--- src/rtl/wb_cmd_master.sv ---
// wb_cmd_master: Wishbone classic single-cycle master fed by command/response FIFOs.
// Define WB_CMD_TIMEOUT_EN to abort unacknowledged cycles after TIMEOUT cycles with an error response.
module wb_cmd_master #(
  parameter int ADDR_WIDTH = 2,
  parameter int DATA_WIDTH = 8,
  parameter int CMD_DEPTH  = 4,
  parameter int RSP_DEPTH  = 4,
  parameter int TIMEOUT    = 255
) (
  input  logic                       clk_i,
  input  logic                       rst_n_i,
  input  logic                       cmd_valid_i,
  output logic                       cmd_ready_o,
  input  logic                       cmd_we_i,
  input  logic [ADDR_WIDTH-1:0]      cmd_addr_i,
  input  logic [DATA_WIDTH-1:0]      cmd_data_i,
  output logic                       rsp_valid_o,
  input  logic                       rsp_ready_i,
  output logic [DATA_WIDTH-1:0]      rsp_data_o,
  output logic                       rsp_err_o,
  output logic                       cyc_o,
  output logic                       stb_o,
  output logic                       we_o,
  output logic [ADDR_WIDTH-1:0]      adr_o,
  output logic [DATA_WIDTH-1:0]      dat_o,
  input  logic [DATA_WIDTH-1:0]      dat_i,
  input  logic                       ack_i,
  output logic                       busy_o,
  output logic [$clog2(CMD_DEPTH):0] cmd_count_o
);
  localparam int CW = $clog2(CMD_DEPTH);
  localparam int RW = $clog2(RSP_DEPTH);
  localparam int EW = 1 + ADDR_WIDTH + DATA_WIDTH;
`ifdef WB_CMD_TIMEOUT_EN
  localparam int RSPW = DATA_WIDTH + 1;
  localparam int TW = $clog2(TIMEOUT + 1);
`else
  localparam int RSPW = DATA_WIDTH;
`endif
  if (CMD_DEPTH < 2 || RSP_DEPTH < 2 || TIMEOUT < 1) begin : g_bad_param
    $error("wb_cmd_master: invalid parameters");
  end
  typedef enum logic [1:0] {IDLE, BUS, GAP} state_t;
  state_t state_q, state_d;
  logic [EW-1:0] cmd_mem_q [CMD_DEPTH];
  logic [EW-1:0] cmd_mem_d [CMD_DEPTH];
  logic [RSPW-1:0] rsp_mem_q [RSP_DEPTH];
  logic [RSPW-1:0] rsp_mem_d [RSP_DEPTH];
  logic [CW:0] cmd_wr_q, cmd_wr_d, cmd_rd_q, cmd_rd_d;
  logic [RW:0] rsp_wr_q, rsp_wr_d, rsp_rd_q, rsp_rd_d, rsp_count;
  logic we_q, we_d;
  logic [ADDR_WIDTH-1:0] adr_q, adr_d;
  logic [DATA_WIDTH-1:0] dat_q, dat_d;
  logic [EW-1:0] cmd_head;
  logic [RSPW-1:0] rsp_head, rsp_in;
  logic cmd_push, cmd_empty, rsp_push, rsp_pop, rsp_full, go, done;
  assign cmd_count_o = cmd_wr_q - cmd_rd_q;
  assign cmd_empty   = cmd_count_o == '0;
  assign cmd_ready_o = cmd_count_o != (CW+1)'(CMD_DEPTH);
  assign cmd_push    = cmd_valid_i && cmd_ready_o;
  assign cmd_head    = cmd_mem_q[cmd_rd_q[CW-1:0]];
  assign rsp_count   = rsp_wr_q - rsp_rd_q;
  assign rsp_full    = rsp_count == (RW+1)'(RSP_DEPTH);
  assign rsp_valid_o = rsp_count != '0;
  assign rsp_pop     = rsp_valid_o && rsp_ready_i;
  assign rsp_head    = rsp_mem_q[rsp_rd_q[RW-1:0]];
  assign rsp_data_o  = rsp_head[DATA_WIDTH-1:0];
  assign cyc_o       = state_q == BUS;
  assign stb_o       = cyc_o;
  assign we_o        = we_q;
  assign adr_o       = adr_q;
  assign dat_o       = dat_q;
  assign busy_o      = state_q != IDLE || !cmd_empty;
`ifdef WB_CMD_TIMEOUT_EN
  logic [TW-1:0] tmr_q, tmr_d;
  logic tmo;
  // ack on the expiry edge takes precedence, so tmo is qualified with !ack_i
  assign tmo       = cyc_o && !ack_i && tmr_q == TW'(TIMEOUT - 1);
  assign tmr_d     = cyc_o && !ack_i ? tmr_q + TW'(1) : '0;
  assign done      = cyc_o && (ack_i || tmo);
  assign go        = !cmd_empty && !rsp_full;
  assign rsp_push  = done && (!we_q || tmo);
  assign rsp_in    = tmo ? {1'b1, {DATA_WIDTH{1'b0}}} : {1'b0, dat_i};
  assign rsp_err_o = rsp_valid_o && rsp_head[DATA_WIDTH];
`else
  assign done      = cyc_o && ack_i;
  assign go        = !cmd_empty && (cmd_head[EW-1] || !rsp_full);
  assign rsp_push  = done && !we_q;
  assign rsp_in    = dat_i;
  assign rsp_err_o = 1'b0;
`endif
  assign cmd_wr_d = cmd_push ? cmd_wr_q + (CW+1)'(1) : cmd_wr_q;
  assign cmd_rd_d = done ? cmd_rd_q + (CW+1)'(1) : cmd_rd_q;
  assign rsp_wr_d = rsp_push ? rsp_wr_q + (RW+1)'(1) : rsp_wr_q;
  assign rsp_rd_d = rsp_pop ? rsp_rd_q + (RW+1)'(1) : rsp_rd_q;
  always_comb begin
    cmd_mem_d = cmd_mem_q;
    rsp_mem_d = rsp_mem_q;
    if (cmd_push) cmd_mem_d[cmd_wr_q[CW-1:0]] = {cmd_we_i, cmd_addr_i, cmd_data_i};
    if (rsp_push) rsp_mem_d[rsp_wr_q[RW-1:0]] = rsp_in;
  end
  always_comb begin
    state_d = state_q;
    we_d    = we_q;
    adr_d   = adr_q;
    dat_d   = dat_q;
    case (state_q)
      IDLE: if (go) begin
        state_d = BUS;
        {we_d, adr_d, dat_d} = cmd_head;
      end
      BUS: if (done) begin
        state_d = GAP;
        we_d    = 1'b0;
      end
      default: state_d = IDLE;
    endcase
  end
  always_ff @(posedge clk_i) begin
    cmd_mem_q <= cmd_mem_d;
    rsp_mem_q <= rsp_mem_d;
  end
  always_ff @(posedge clk_i or negedge rst_n_i) begin
    if (!rst_n_i) begin
      state_q  <= IDLE;
      cmd_wr_q <= '0;
      cmd_rd_q <= '0;
      rsp_wr_q <= '0;
      rsp_rd_q <= '0;
      we_q     <= 1'b0;
      adr_q    <= '0;
      dat_q    <= '0;
`ifdef WB_CMD_TIMEOUT_EN
      tmr_q    <= '0;
`endif
    end else begin
      state_q  <= state_d;
      cmd_wr_q <= cmd_wr_d;
      cmd_rd_q <= cmd_rd_d;
      rsp_wr_q <= rsp_wr_d;
      rsp_rd_q <= rsp_rd_d;
      we_q     <= we_d;
      adr_q    <= adr_d;
      dat_q    <= dat_d;
`ifdef WB_CMD_TIMEOUT_EN
      tmr_q    <= tmr_d;
`endif
    end
  end
endmodule

--- config.mk ---
export PLATFORM = sky130hd
export DESIGN_NAME = wb_cmd_master
export DESIGN_NICKNAME = d
export VERILOG_FILES = /design/src/rtl/wb_cmd_master.sv
export SDC_FILE = /design/constraint.sdc
export NUM_CORES = 1
export LEC_CHECK = 0
export CAP_MARGIN = 15
export CORE_MARGIN = 1.5
export CORE_UTILIZATION = 40
export CTS_CLUSTER_SIZE = 28
export DETAILED_ROUTE_END_ITERATION = 16
export PLACE_DENSITY = 0.57
export SETUP_SLACK_MARGIN = 0.02
export SLEW_MARGIN = 5
export SYNTH_ARGS = -nofsm -noshare
export SYNTH_HDL_FRONTEND = slang
export SYNTH_SLANG_ARGS = --single-unit
--- constraint.sdc ---
create_clock -name clk_i -period 5.8 [get_ports clk_i]
set_input_delay 0.87 -clock clk_i [delete_from_list [all_inputs] [get_ports clk_i]]
set_output_delay 0.87 -clock clk_i [all_outputs]
set_load 0.1 [all_outputs]
* Word level (Yosys, flattened, before mapping)
Cells that the tools add are included.
** Word-level totals
- Register bits :: 101
- Word-level logic and storage cells :: 75
** Cells by class
- Bitwise logic cells :: 4
- Equal/unequal tests :: 5
- $add $sub $neg :: 6
- Magnitude comparators :: 6
- Muxes and demuxes :: 18
- Reductions and logical operators :: 20
** Operator list (number)
- 44-bit bitwise mux :: 1
- 11-bit 2-to-1 mux :: 3
- 32-bit bitwise mux :: 1
- 8-bit 2-to-1 mux :: 3
- 11-bit binary-select mux with 2-bit select :: 1
- 11-bit demux with 2-bit select :: 1
- 8-bit binary-select mux with 2-bit select :: 1
- 8-bit demux with 2-bit select :: 1
- 3-bit by 1-bit adder with 3-bit output, second input constant :: 4
- 3-bit >= comparator, second input constant :: 4
- 2-bit NOT with 3-bit output :: 4
- 1-bit logical AND :: 7
- 3-bit by 1-bit < comparator with 1-bit output, second input constant :: 2
- 3-bit subtractor :: 2
- 2-bit 2-to-1 mux :: 2
- 2-bit one-hot mux with 2 select lines :: 1
- 2-bit AND reduction :: 2
- 2-bit nonzero test :: 2
- 3-bit == test, second input constant :: 1
- 1-bit logical NOT :: 3
- 3-bit logical NOT :: 1
- 3-bit != test, second input constant :: 1
- 3-bit AND reduction :: 1
- 3-bit nonzero test :: 1
- 7 further kinds :: 9

* Logic depth before layout (Yosys ltp)
- Depth in word-level cells :: 8
- Gate-level depth with buffers :: 7
- Mapped depth without buffers :: 7

* Worst setup path before layout
OpenSTA, ideal clock, no wires.
- Kind :: register to register
- From :: reg cmd_wr_q[0]
- To :: reg cmd_wr_q[2]
- Stages on the path, launching flop included :: 8
- Setup slack :: 1760 ps
- Data arrival time :: 3895 ps
- Cells stage by stage :: dfrtp_1 inv_1 ha_1 fa_1 xor3_1 nand3_1 and3_1 xor2_1
** On the way
- Cells in the longest elaborated chain, start to end :: 3
- Elaborated cells between the ends (all ways) :: 4
** RTL lines
- start: declaration :: line 49 : logic [CW:0] cmd_wr_q, cmd_wr_d, cmd_rd_q, cmd_rd_d;
- start signal: assignment :: line 138 : cmd_wr_q <= cmd_wr_d;
- 3-bit subtractor :: line 57 : assign cmd_count_o = cmd_wr_q - cmd_rd_q;
- net cmd_count_o[2] :: line 29 : output logic [$clog2(CMD_DEPTH):0] cmd_count_o
- 3-bit != test :: line 59 : assign cmd_ready_o = cmd_count_o != (CW+1)'(CMD_DEPTH);
- net cmd_ready_o :: line 13 : output logic cmd_ready_o,
- 1-bit logical AND :: line 60 : assign cmd_push = cmd_valid_i && cmd_ready_o;
The timed path passes the listed nets, and every way through them passes these cells.
A chain may end at the register's enable or synchronous reset.

* Worst setup path in the final report
- From :: reg cmd_rd_q[0]
- To :: out busy_o
** On the way
- Cells in the longest elaborated chain, start to end :: 4
** RTL lines
- start: declaration :: line 49
- start signal: assignment :: line 139 : cmd_rd_q <= cmd_rd_d;
- 3-bit subtractor :: line 57
- 3-bit logical NOT :: line 58 : assign cmd_empty = cmd_count_o == '0;
- 1-bit logical NOT :: line 73 : assign busy_o = state_q != IDLE || !cmd_empty;
- 1-bit logical OR :: line 73
- end: declaration :: line 28 : output logic busy_o,
No other way between the ends.

==> reports/summary.txt <==
Status: completed
Arr. time, crit path: 3.48 ns
Compound-gate portion of the synthesized area: 1.91%
Share of layout cells above drive strength 1: 18.1%
Final Max Tran Viols: 0
Fin. Hold Viols: 0
GRT Util Overall: 13.8%
Routability cong.: 0.669
Clk Latency, worst-skew pair: 0.35 ns
Buf/Inv on CP: 1
Synth top area share: 56.3%
Synth Area in XOR/XNOR: 2.96%
Setup TNS: 0 ns
Vias in the first global route: 2,062
Yosys Warn Count: 0
Die Footprint: 0.0108 mm²
Die height: 104 µm
Worst Path Required: 4.93 ns
R2R Setup Slk: 2.95 ns
Worst r2r path cells: 5
CORE AREA: 0.00982 mm²
Synth Area in Adders: 4.50%
Worst-path clk slew: 0.09 ns
Main combinational cell family by area after synthesis: multiplexers
Number of cells on the critical path: 6
Clock buffer depth: 2
Pin count of the biggest net entering global routing: 26
PortBufs: 50
Crit Path Category: register to output port
Die extent in x: 104 µm
Most common cell after layout, fill and taps aside: edfxtp_1
Antenna diode count: 0
DR vias/cell: 4.84
Overflow after GRT: 0
Cell taking the most area after synthesis: edfxtp_1
Max Freq: 230 MHz
Detailed Place HPWL: 4520 µm
Rel. slew slack: 31.9%
Global-route wire length before repair: 11,200 µm
CP Capture Point: busy_o
Period utilisation layout: 75.0%
1st-pass router iterations: 4
Simple-gate portion of the synthesized area: 3.36%
Crit start category: register
# DRC: 0
Syn nets: 247
Initial antenna violation count: 0
P&R area growth vs syn: 20.5%
TritonCTS Buffers: 9
Post-CTS Resized: 0
Total wire length: 6810 µm
R2R Path End: cmd_mem_q[2]
Top post-synthesis cells by area: edfxtp_1 (56%), dfrtp_1 (15%), mux4_2 (11%), ha_1 (4.0%), mux2_2 (3.3%)
Std cell rows: 36
Crit. End Element: output port
Unrepaired setup endpoints after global routing: no
CTS tree: built
Synthesized area per cell: 19.4 µm²
Slew @ Worst Pin: 1.02 ns
Via count: 1,951
CP top delay family: buffers and inverters
WL/cell: 16.9 µm
Synth unique cells: 30
Number of synthesized register bits: 101
Worst setup path startpoint: cmd_rd_q[0]
Clock Skews: 0.00835 ns
Worst r2r src: cmd_rd_q[0]
Post-Syn Area: 0.00406 mm²
Most frequent cells in the layout: edfxtp_1 (76), clkdlybuf4s50_1 (50), dfrtp_1 (25)
Root Driver: clkbuf_8
CTS Sinks: 101
Setup violators final: 0
Mux share of post-synthesis cell area: 13.9%
Initial Util: 41.3%
CTS Hold Bufs: 0
CP Cell Sequence: ha_1, fa_1, xor3_1, or2_2, nand2b_1, clkdlybuf4s50_1
IO Pins: 52
Hold Crit Class: register to register
Postcts setup bufs: 0
Synth Instances: 209
DR iter-0 viols: 63
H-tree Lvls: 3
Layout net count: 303
CP max FO: 14
Worst path slowest cell: clkdlybuf4s50_1
Minimum clock period: 4.35 ns
Hold Startpoint: cmd_rd_q[2]
Post-route antenna net violation count: 0
CP max stage delay: 0.96 ns
Seq/Total Area, Yosys: 71.7%
Max Cap Viol: 0
## sequential cells by signal, summed over array words and instances (netlist names), 2 cells and up
name       flops
cmd_rd_q       3
rsp_rd_q       3
cmd_wr_q       3
dat_o          8
cmd_mem_q     44
rsp_wr_q       3
adr_o          2
state_q        2
rsp_mem_q     32
## metrics by stage
stage	setup WS [ns]	utilization, %	instance area [µm²]	std cells	hold slack, ns
global placement	1.80	47.9	4700	387	0.467
detailed placement	1.77	47.9	4700	387	0.467
global route	1.24	49.8	4890	403	0.512
floorplan	1.76	-	4060	209	0.435
finish	1.45	49.8	4890	403	0.482
CTS	1.36	49.8	4890	403	0.488
## worst min path at each step
stage,endpoint,slack [ns],cells after the start
final,cmd_rd_q[2],0.48,1
after CTS,cmd_rd_q[2],0.49,1
after global routing,state_q[0],0.51,1
after global placement,state_q[0],0.47,1
after floorplan,state_q[0],0.44,1
after detailed placement,cmd_rd_q[2],0.47,1
## final cells by class
class / count / area, µm²
Fill cell: 875 / 4930
Clock buffer: 12 / 155
Multi-Input combinational cell: 93 / 1080
Tap cell: 133 / 166
Clock inverter: 4 / 32.5
Timing Repair Buffer: 51 / 508
Sequential cell: 101 / 2910
Inverter: 9 / 33.8
## cells in the mapped netlist
library cell,number
mux2_2,12
edfxtp_1,76
o21ai_0,3
nand3_1,2
nor2_1,2
and3_1,4
conb_1,1
buf_4,2
mux4_2,19
and2_1,4
o211a_1,1
o31ai_4,1
or2_2,1
nand3b_1,1
nand2b_1,2
xor2_1,4
a32o_1,1
xnor2_1,7
o21a_1,1
fa_1,1
ha_1,13
buf_1,2
nor2b_1,2
o311ai_0,1
inv_1,9
nand2_1,8
a21oi_1,1
xor3_1,1
clkbuf_1,2
dfrtp_1,25
## layer usage
layer  vias to the layer above  GRT usage (%)  wire, µm
met5                         -              0         0
met2                        47           23.0      3420
li1                        911              -         -
met4                         0           3.87        60
met3                         5           4.34       271
met1                       988           17.6      3060
## cells by family (layout without fill, tap and decap cells)
logic type | Yosys count | in the layout
and+or+nand+nor | 26 | 26
muxes | 31 | 31
AOI/OAI and AO/OA | 9 | 9
adders and majority gates | 14 | 14
DFF | 101 | 101
xor gates and xnor gates | 12 | 12
other | 1 | 1
buffers and inverters | 15 | 76
## worst reg2reg max path, stage by stage (launching register included)
cell and delay [ns]:
dfrtp_1 0.70, ha_1 0.36, fa_1 0.37, xor3_1 0.26
nand3_1 0.19, and3_1 0.60
Power is left out: the tool's default activity adds up to more than one toggle a clock period on the data nets, which glitch-free logic cannot reach.
